==> src/rtl/sb_rx_pattern_detector.sv <==
// rtl/sb_rx_pattern_detector.sv - sideband RX clock-pattern detector with timeout
//
// Purpose: watches deserialized 64-bit sideband words during sideband init and
// reports when REQ_MATCHES consecutive clock-pattern words (either UI alignment)
// have been seen, or flags a timeout if the detection window expires first.
//
// Ports:
//   i_clk                      block clock
//   i_rst_n                    asynchronous active-low reset
//   i_start_detect_req         LTSM level request; detection runs while high
//   i_deser_data[63:0]         deserialized sideband word
//   i_deser_valid              i_deser_data valid this cycle
//   o_rx_sb_pattern_samp_done  one-cycle pulse on detection (to TX pattern gen)
//   o_pattern_detected         level, detection achieved (to LTSM)
//   o_detect_time_out          level, window expired without detection (to LTSM)
//   o_match_cnt[2:0]           current consecutive-match count

module sb_rx_pattern_detector #(
    parameter logic [63:0] PATTERN       = {32{2'b10}},
    parameter int          REQ_MATCHES   = 2,
    parameter int          CYCLES_PER_MS = 100,
    parameter int          TIMEOUT_MS    = 8
) (
    input  logic        i_clk,
    input  logic        i_rst_n,
    input  logic        i_start_detect_req,
    input  logic [63:0] i_deser_data,
    input  logic        i_deser_valid,
    output logic        o_rx_sb_pattern_samp_done,
    output logic        o_pattern_detected,
    output logic        o_detect_time_out,
    output logic [2:0]  o_match_cnt
);

    localparam int              TOTAL      = CYCLES_PER_MS * TIMEOUT_MS;
    localparam int              TW         = $clog2(TOTAL);
    localparam logic [TW-1:0]   TIMER_LAST = TW'(TOTAL - 1);
    localparam logic [2:0]      REQ_CNT    = 3'(REQ_MATCHES);

    localparam logic [1:0] ST_IDLE     = 2'd0;
    localparam logic [1:0] ST_SEARCH   = 2'd1;
    localparam logic [1:0] ST_DETECTED = 2'd2;
    localparam logic [1:0] ST_TIMEOUT  = 2'd3;

    logic [1:0]    state_q, state_d;
    logic [TW-1:0] timer_q, timer_d;
    logic [2:0]    cnt_q, cnt_d;
    logic          pol_q, pol_d;        // 0: nominal alignment, 1: 1-UI shifted
    logic          samp_done_q, samp_done_d;

    logic is_a;
    logic is_b;
    logic is_match;

    assign is_a     = (i_deser_data == PATTERN);
    assign is_b     = (i_deser_data == ~PATTERN);
    assign is_match = is_a | is_b;

    always_comb begin
        state_d     = state_q;
        timer_d     = timer_q;
        cnt_d       = cnt_q;
        pol_d       = pol_q;
        samp_done_d = 1'b0;

        case (state_q)
            ST_IDLE: begin
                timer_d = '0;
                cnt_d   = '0;
                pol_d   = 1'b0;
                if (i_start_detect_req) begin
                    state_d = ST_SEARCH;
                end
            end

            ST_SEARCH: begin
                if (!i_start_detect_req) begin
                    // Abandoned search: no pulse, no timeout.
                    state_d = ST_IDLE;
                    timer_d = '0;
                    cnt_d   = '0;
                    pol_d   = 1'b0;
                end else begin
                    timer_d = timer_q + 1'b1;
                    // Invalid cycles leave count and alignment untouched, so
                    // gaps in the word stream do not break consecutiveness.
                    if (i_deser_valid) begin
                        if (!is_match) begin
                            cnt_d = '0;
                        end else if ((cnt_q == 3'd0) || (is_b != pol_q)) begin
                            // First match, or alignment changed: restart run.
                            cnt_d = 3'd1;
                            pol_d = is_b;
                        end else if (cnt_q < REQ_CNT) begin
                            cnt_d = cnt_q + 3'd1;
                        end
                    end
                    // Detection takes priority over the timer terminal count.
                    if (i_deser_valid && is_match && (cnt_d == REQ_CNT)) begin
                        state_d     = ST_DETECTED;
                        samp_done_d = 1'b1;
                    end else if (timer_q == TIMER_LAST) begin
                        state_d = ST_TIMEOUT;
                    end
                end
            end

            default: begin
                // DETECTED / TIMEOUT: result held, count frozen until req drops.
                if (!i_start_detect_req) begin
                    state_d = ST_IDLE;
                    timer_d = '0;
                    cnt_d   = '0;
                    pol_d   = 1'b0;
                end
            end
        endcase
    end

    always_ff @(posedge i_clk or negedge i_rst_n) begin
        if (!i_rst_n) begin
            state_q     <= ST_IDLE;
            timer_q     <= '0;
            cnt_q       <= '0;
            pol_q       <= 1'b0;
            samp_done_q <= 1'b0;
        end else begin
            state_q     <= state_d;
            timer_q     <= timer_d;
            cnt_q       <= cnt_d;
            pol_q       <= pol_d;
            samp_done_q <= samp_done_d;
        end
    end

    assign o_rx_sb_pattern_samp_done = samp_done_q;
    assign o_pattern_detected        = (state_q == ST_DETECTED);
    assign o_detect_time_out         = (state_q == ST_TIMEOUT);
    assign o_match_cnt               = cnt_q;

endmodule

==> config.mk <==
export PLATFORM = sky130hd
export DESIGN_NAME = sb_rx_pattern_detector
export DESIGN_NICKNAME = d
export VERILOG_FILES = /design/src/rtl/sb_rx_pattern_detector.sv
export SDC_FILE = /design/constraint.sdc
export NUM_CORES = 1
export LEC_CHECK = 0
export ABC_AREA = 1
export CAP_MARGIN = 20
export CORE_MARGIN = 4
export CORE_UTILIZATION = 31
export CTS_BUF_LIST = sky130_fd_sc_hd__clkbuf_4 sky130_fd_sc_hd__clkbuf_8
export CTS_CLUSTER_DIAMETER = 80
export DETAILED_ROUTE_END_ITERATION = 12
export GPL_TIMING_DRIVEN = 0
export SKIP_CTS_REPAIR_TIMING = 1
export SLEW_MARGIN = 5
export SYNTH_ARGS = -nofsm -noshare
export SYNTH_HDL_FRONTEND = slang
export SYNTH_SLANG_ARGS = --single-unit
export TNS_END_PERCENT = 100
==> constraint.sdc <==
create_clock -name i_clk -period 1.7 [get_ports i_clk]
set_input_delay 0.255 -clock i_clk [delete_from_list [all_inputs] [get_ports i_clk]]
set_output_delay 0.255 -clock i_clk [all_outputs]
set_load 0.02 [all_outputs]
==> impl_results.md <==
* Number of global-route vias before repair at 1748
* Number of DRC markers in iteration 0 at 52
* CTS Buffer Depth at 2
* Worst IR Drop VDD at 0.437 mV
* GRT Overall Usage at 15.3%
* Outcome: finished clean
* Post-synth cell types at 27
* CP max stage cell: clkdlybuf4s50_1
* Worst-Skew Late Latency at 0.26 ns
* Worst Setup Path Type: reg -> out
* Clk slew on worst S/H paths at 0.07 ns
* H-tree depth at 1
* Finished Layout Cells at 419
* IO Port Bufs at 73
* # Max-Cap Violations at 0
* Synth top area cells: dfrtp_1 (28%), nand2_1 (17%), nor2_1 (15%)
* GPL Wtd Cong at 0.822
* Antenna viol nets, final at 0
* Yosys top cell area share at 27.8%
* CP max stage delay at 0.61 ns
* HP Start: i_start_detect_req
* DR WL/cell at 11.6 um
* Reg2reg path depth at 12
* Post-route clock period utilization at 99.7%
* Max Freq at 590 MHz
* Maximum fanout along the worst path at 5
* Dpl cells at 404
* CTS tree: built
* Worst EP required at 1.44 ns
* Family with the most delay on the worst path: buffers and inverters
* Worst slew margin at 50.0%
* Max Transition Viols Final at 0
* Worst setup SP type: register
* Die Y-Extent at 78.3 um
* First-pass GRT wire length at 7680 um
* Most frequent cells after synthesis: nand2_1 (71), nor2_1 (61), inv_1 (41)
* Crit. End Element: output port
* Antenna violations before repair at 0
* Pwr Density at 532 nW/um2
* Async S/R FF share, synth at 100%
* Setup Skew at 0.00194 ns
* Initial Util at 32.2%
* CTS Buf Count at 3
* Number of remaining DRC errors at 0
* Std cell rows at 25
* GR Overflow Total at 0
* I/O pin cnt at 74
* Cell count after synthesis at 264
* Worst path cell trace: nand2_1, inv_1, clkdlybuf4s50_1
* RSZ-0062 raised after global routing: yes
* Worst-Margin Slew at 0.748 ns
* Synth-to-layout area growth at 69.8%
* Nets at 424
* Chip width at 78.3 um
* Antenna Diode Count at 0
* DP Area at 2340 um2
* Dpl hpwl at 3770 um
* Net Count, Synth at 335
* Share of layout cells above drive strength 1 at 16.5%
* Mean Syn Cell Area at 5.80 um2
* Final setup fails at 0
* Hold depth at 5
* R2R setup slack at 0.13 ns
* Drt first pass iters at 4
* Core area at 4750 um2
* WHS Endpoint: state_q[0]$_DFFE_PN0P_
* Final Critical Period at 1.70 ns
* Hold Path Class: in -> reg
* Post-synth EDFFs at 0
* Synth Flop Type: dfrtp_1
* Crit path DAT at 1.44 ns
* Synth Register Bits at 17
* Synthesized area at 1530 um2
* Vias per cell at 4.41
* Area leader, netlist: dfrtp_1
* Final hold violation count at 0
* Post-synthesis sequential area ratio at 27.8%
* Critical R2R Launch: o_match_cnt[1]$_DFFE_PN0P_
* Leakage power figure at 1.64 nW
* Ys Warns at 0
* Design area at 2600 um2
* Total wire length at 4860 um
* Vias at 1847
* CTS root buf: clkbuf_8
* Die area at 6120 um2
* Top-count cell post-synth: nand2_1
* Worst Path Buf+Inv at 2
* Largest net degree at the start of global routing at 18
* Clock Sinks at 17
* Reg2reg end: state_q[0]$_DFFE_PN0P_
==> cells in the final DEF, fill, tap and decap left out <==
| master | instances |
|---|---|
| nand2_2 | 7 |
| o32ai_1 | 2 |
| nand3_2 | 2 |
| clkbuf_1 | 1 |
| inv_1 | 40 |
| clkbuf_2 | 12 |
| nand3b_1 | 1 |
| inv_2 | 3 |
| nor2_4 | 1 |
| nor4_2 | 1 |
| a22oi_1 | 1 |
| a31oi_1 | 1 |
| nand2_1 | 70 |
| o22ai_1 | 4 |
| a21oi_1 | 8 |
| o21ai_0 | 9 |
| o2bb2ai_1 | 1 |
| nand3_1 | 19 |
| clkinv_2 | 1 |
| xor2_1 | 1 |
| nor3_1 | 2 |
| nand4_1 | 1 |
| nor3_4 | 1 |
| xnor2_1 | 1 |
| ha_1 | 3 |
| clkdlybuf4s50_1 | 7 |
| clkinvlp_4 | 1 |
| dlymetal6s2s_1 | 54 |
| buf_4 | 11 |
| nor2_2 | 14 |
| nor2_1 | 51 |
| a31oi_2 | 1 |
| clkbuf_8 | 3 |
| dfrtp_1 | 17 |
==> per-stage QoR <==
stage | power (mW) | util, % | hold slack [ns] | setup TNS [ns] | setup slack (ns)
global placement | 1.02 | 49.3 | 0.506 | -2.39 | -0.453
CTS | 1.33 | 50.3 | 0.481 | -0.477 | -0.215
finish | 1.38 | 54.7 | 0.400 | 0 | 0.00425
floorplan | 0.738 | - | -0.0406 | 0 | 0.135
global route | 1.49 | 54.7 | 0.444 | -0.169 | -0.0843
detailed placement | 1.02 | 49.3 | 0.515 | -2.57 | -0.476
==> final cells by class <==
cell class | count | area (um2)
timing repair buffer | 84 | 888
clock inverter | 1 | 5.00
buffer | 1 | 3.75
fill | 502 | 2160
clock buffer | 3 | 41.3
tap | 67 | 83.8
multi-input combinational | 202 | 982
inverter | 44 | 169
sequential | 17 | 425
==> worst reg2reg max path, stage by stage, from the launching register on <==
cell	delay (ns)
dfrtp_1	0.40
inv_2	0.08
ha_1	0.18
nand2_1	0.12
nand2_1	0.08
nor2_1	0.10
nand2_1	0.07
nand2_2	0.09
nand3_2	0.09
nand2_2	0.11
nand2_2	0.04
nand2_1	0.05
nand2_1	0.04
==> worst max path at each step <==
stage,start,endpoint,cells past startpoint
finish,state_q[1]$_DFFE_PN0P_,o_detect_time_out,3
global route,i_deser_data[18],state_q[0]$_DFFE_PN0P_,17
CTS,i_deser_data[50],state_q[0]$_DFFE_PN0P_,18
detailed placement,i_deser_data[50],state_q[0]$_DFFE_PN0P_,18
global placement,i_deser_data[54],state_q[0]$_DFFE_PN0P_,18
floorplan,o_match_cnt[1]$_DFFE_PN0P_,state_q[0]$_DFFE_PN0P_,10
==> per-layer routing <==
layer  part of all wire (%)  up-vias  GRT usage (%)
li1                       -      998              -
met1                     44      799           19.0
met2                     50       44           27.2
met3                    4.7        6           2.64
met4                    1.4        0           3.85
met5                      0        -              0
==> state kept, by name, indices dropped and copies added (netlist names) <==
register	count
o_match_cnt	3
o_rx_sb_pattern_samp_done	1
pol_q	1
state_q	2
timer_q	10
==> kinds of logic (layout without fill, tap and decap cells) <==
family / Yosys count / count (layout) / synth area share [%]
buffers and inverters: 45 / 133 / 11.0
flip-flops: 17 / 17 / 27.8
AND/OR/NAND/NOR: 170 / 170 / 47.3
AO/OA/AOI/OAI: 27 / 27 / 10.2
adder cells (fa/ha/maj): 3 / 3 / 2.45
XOR/XNOR: 2 / 2 / 1.14
==> report_power, final <==
| part | total (mW) | switching [mW] | internal (mW) |
|---|---|---|---|
| logic | 0.576 | 0.287 | 0.289 |
| clock network | 0.318 | 0.155 | 0.163 |
| registers | 0.489 | 0.0469 | 0.442 |
(Power assumes the default switching activity.)
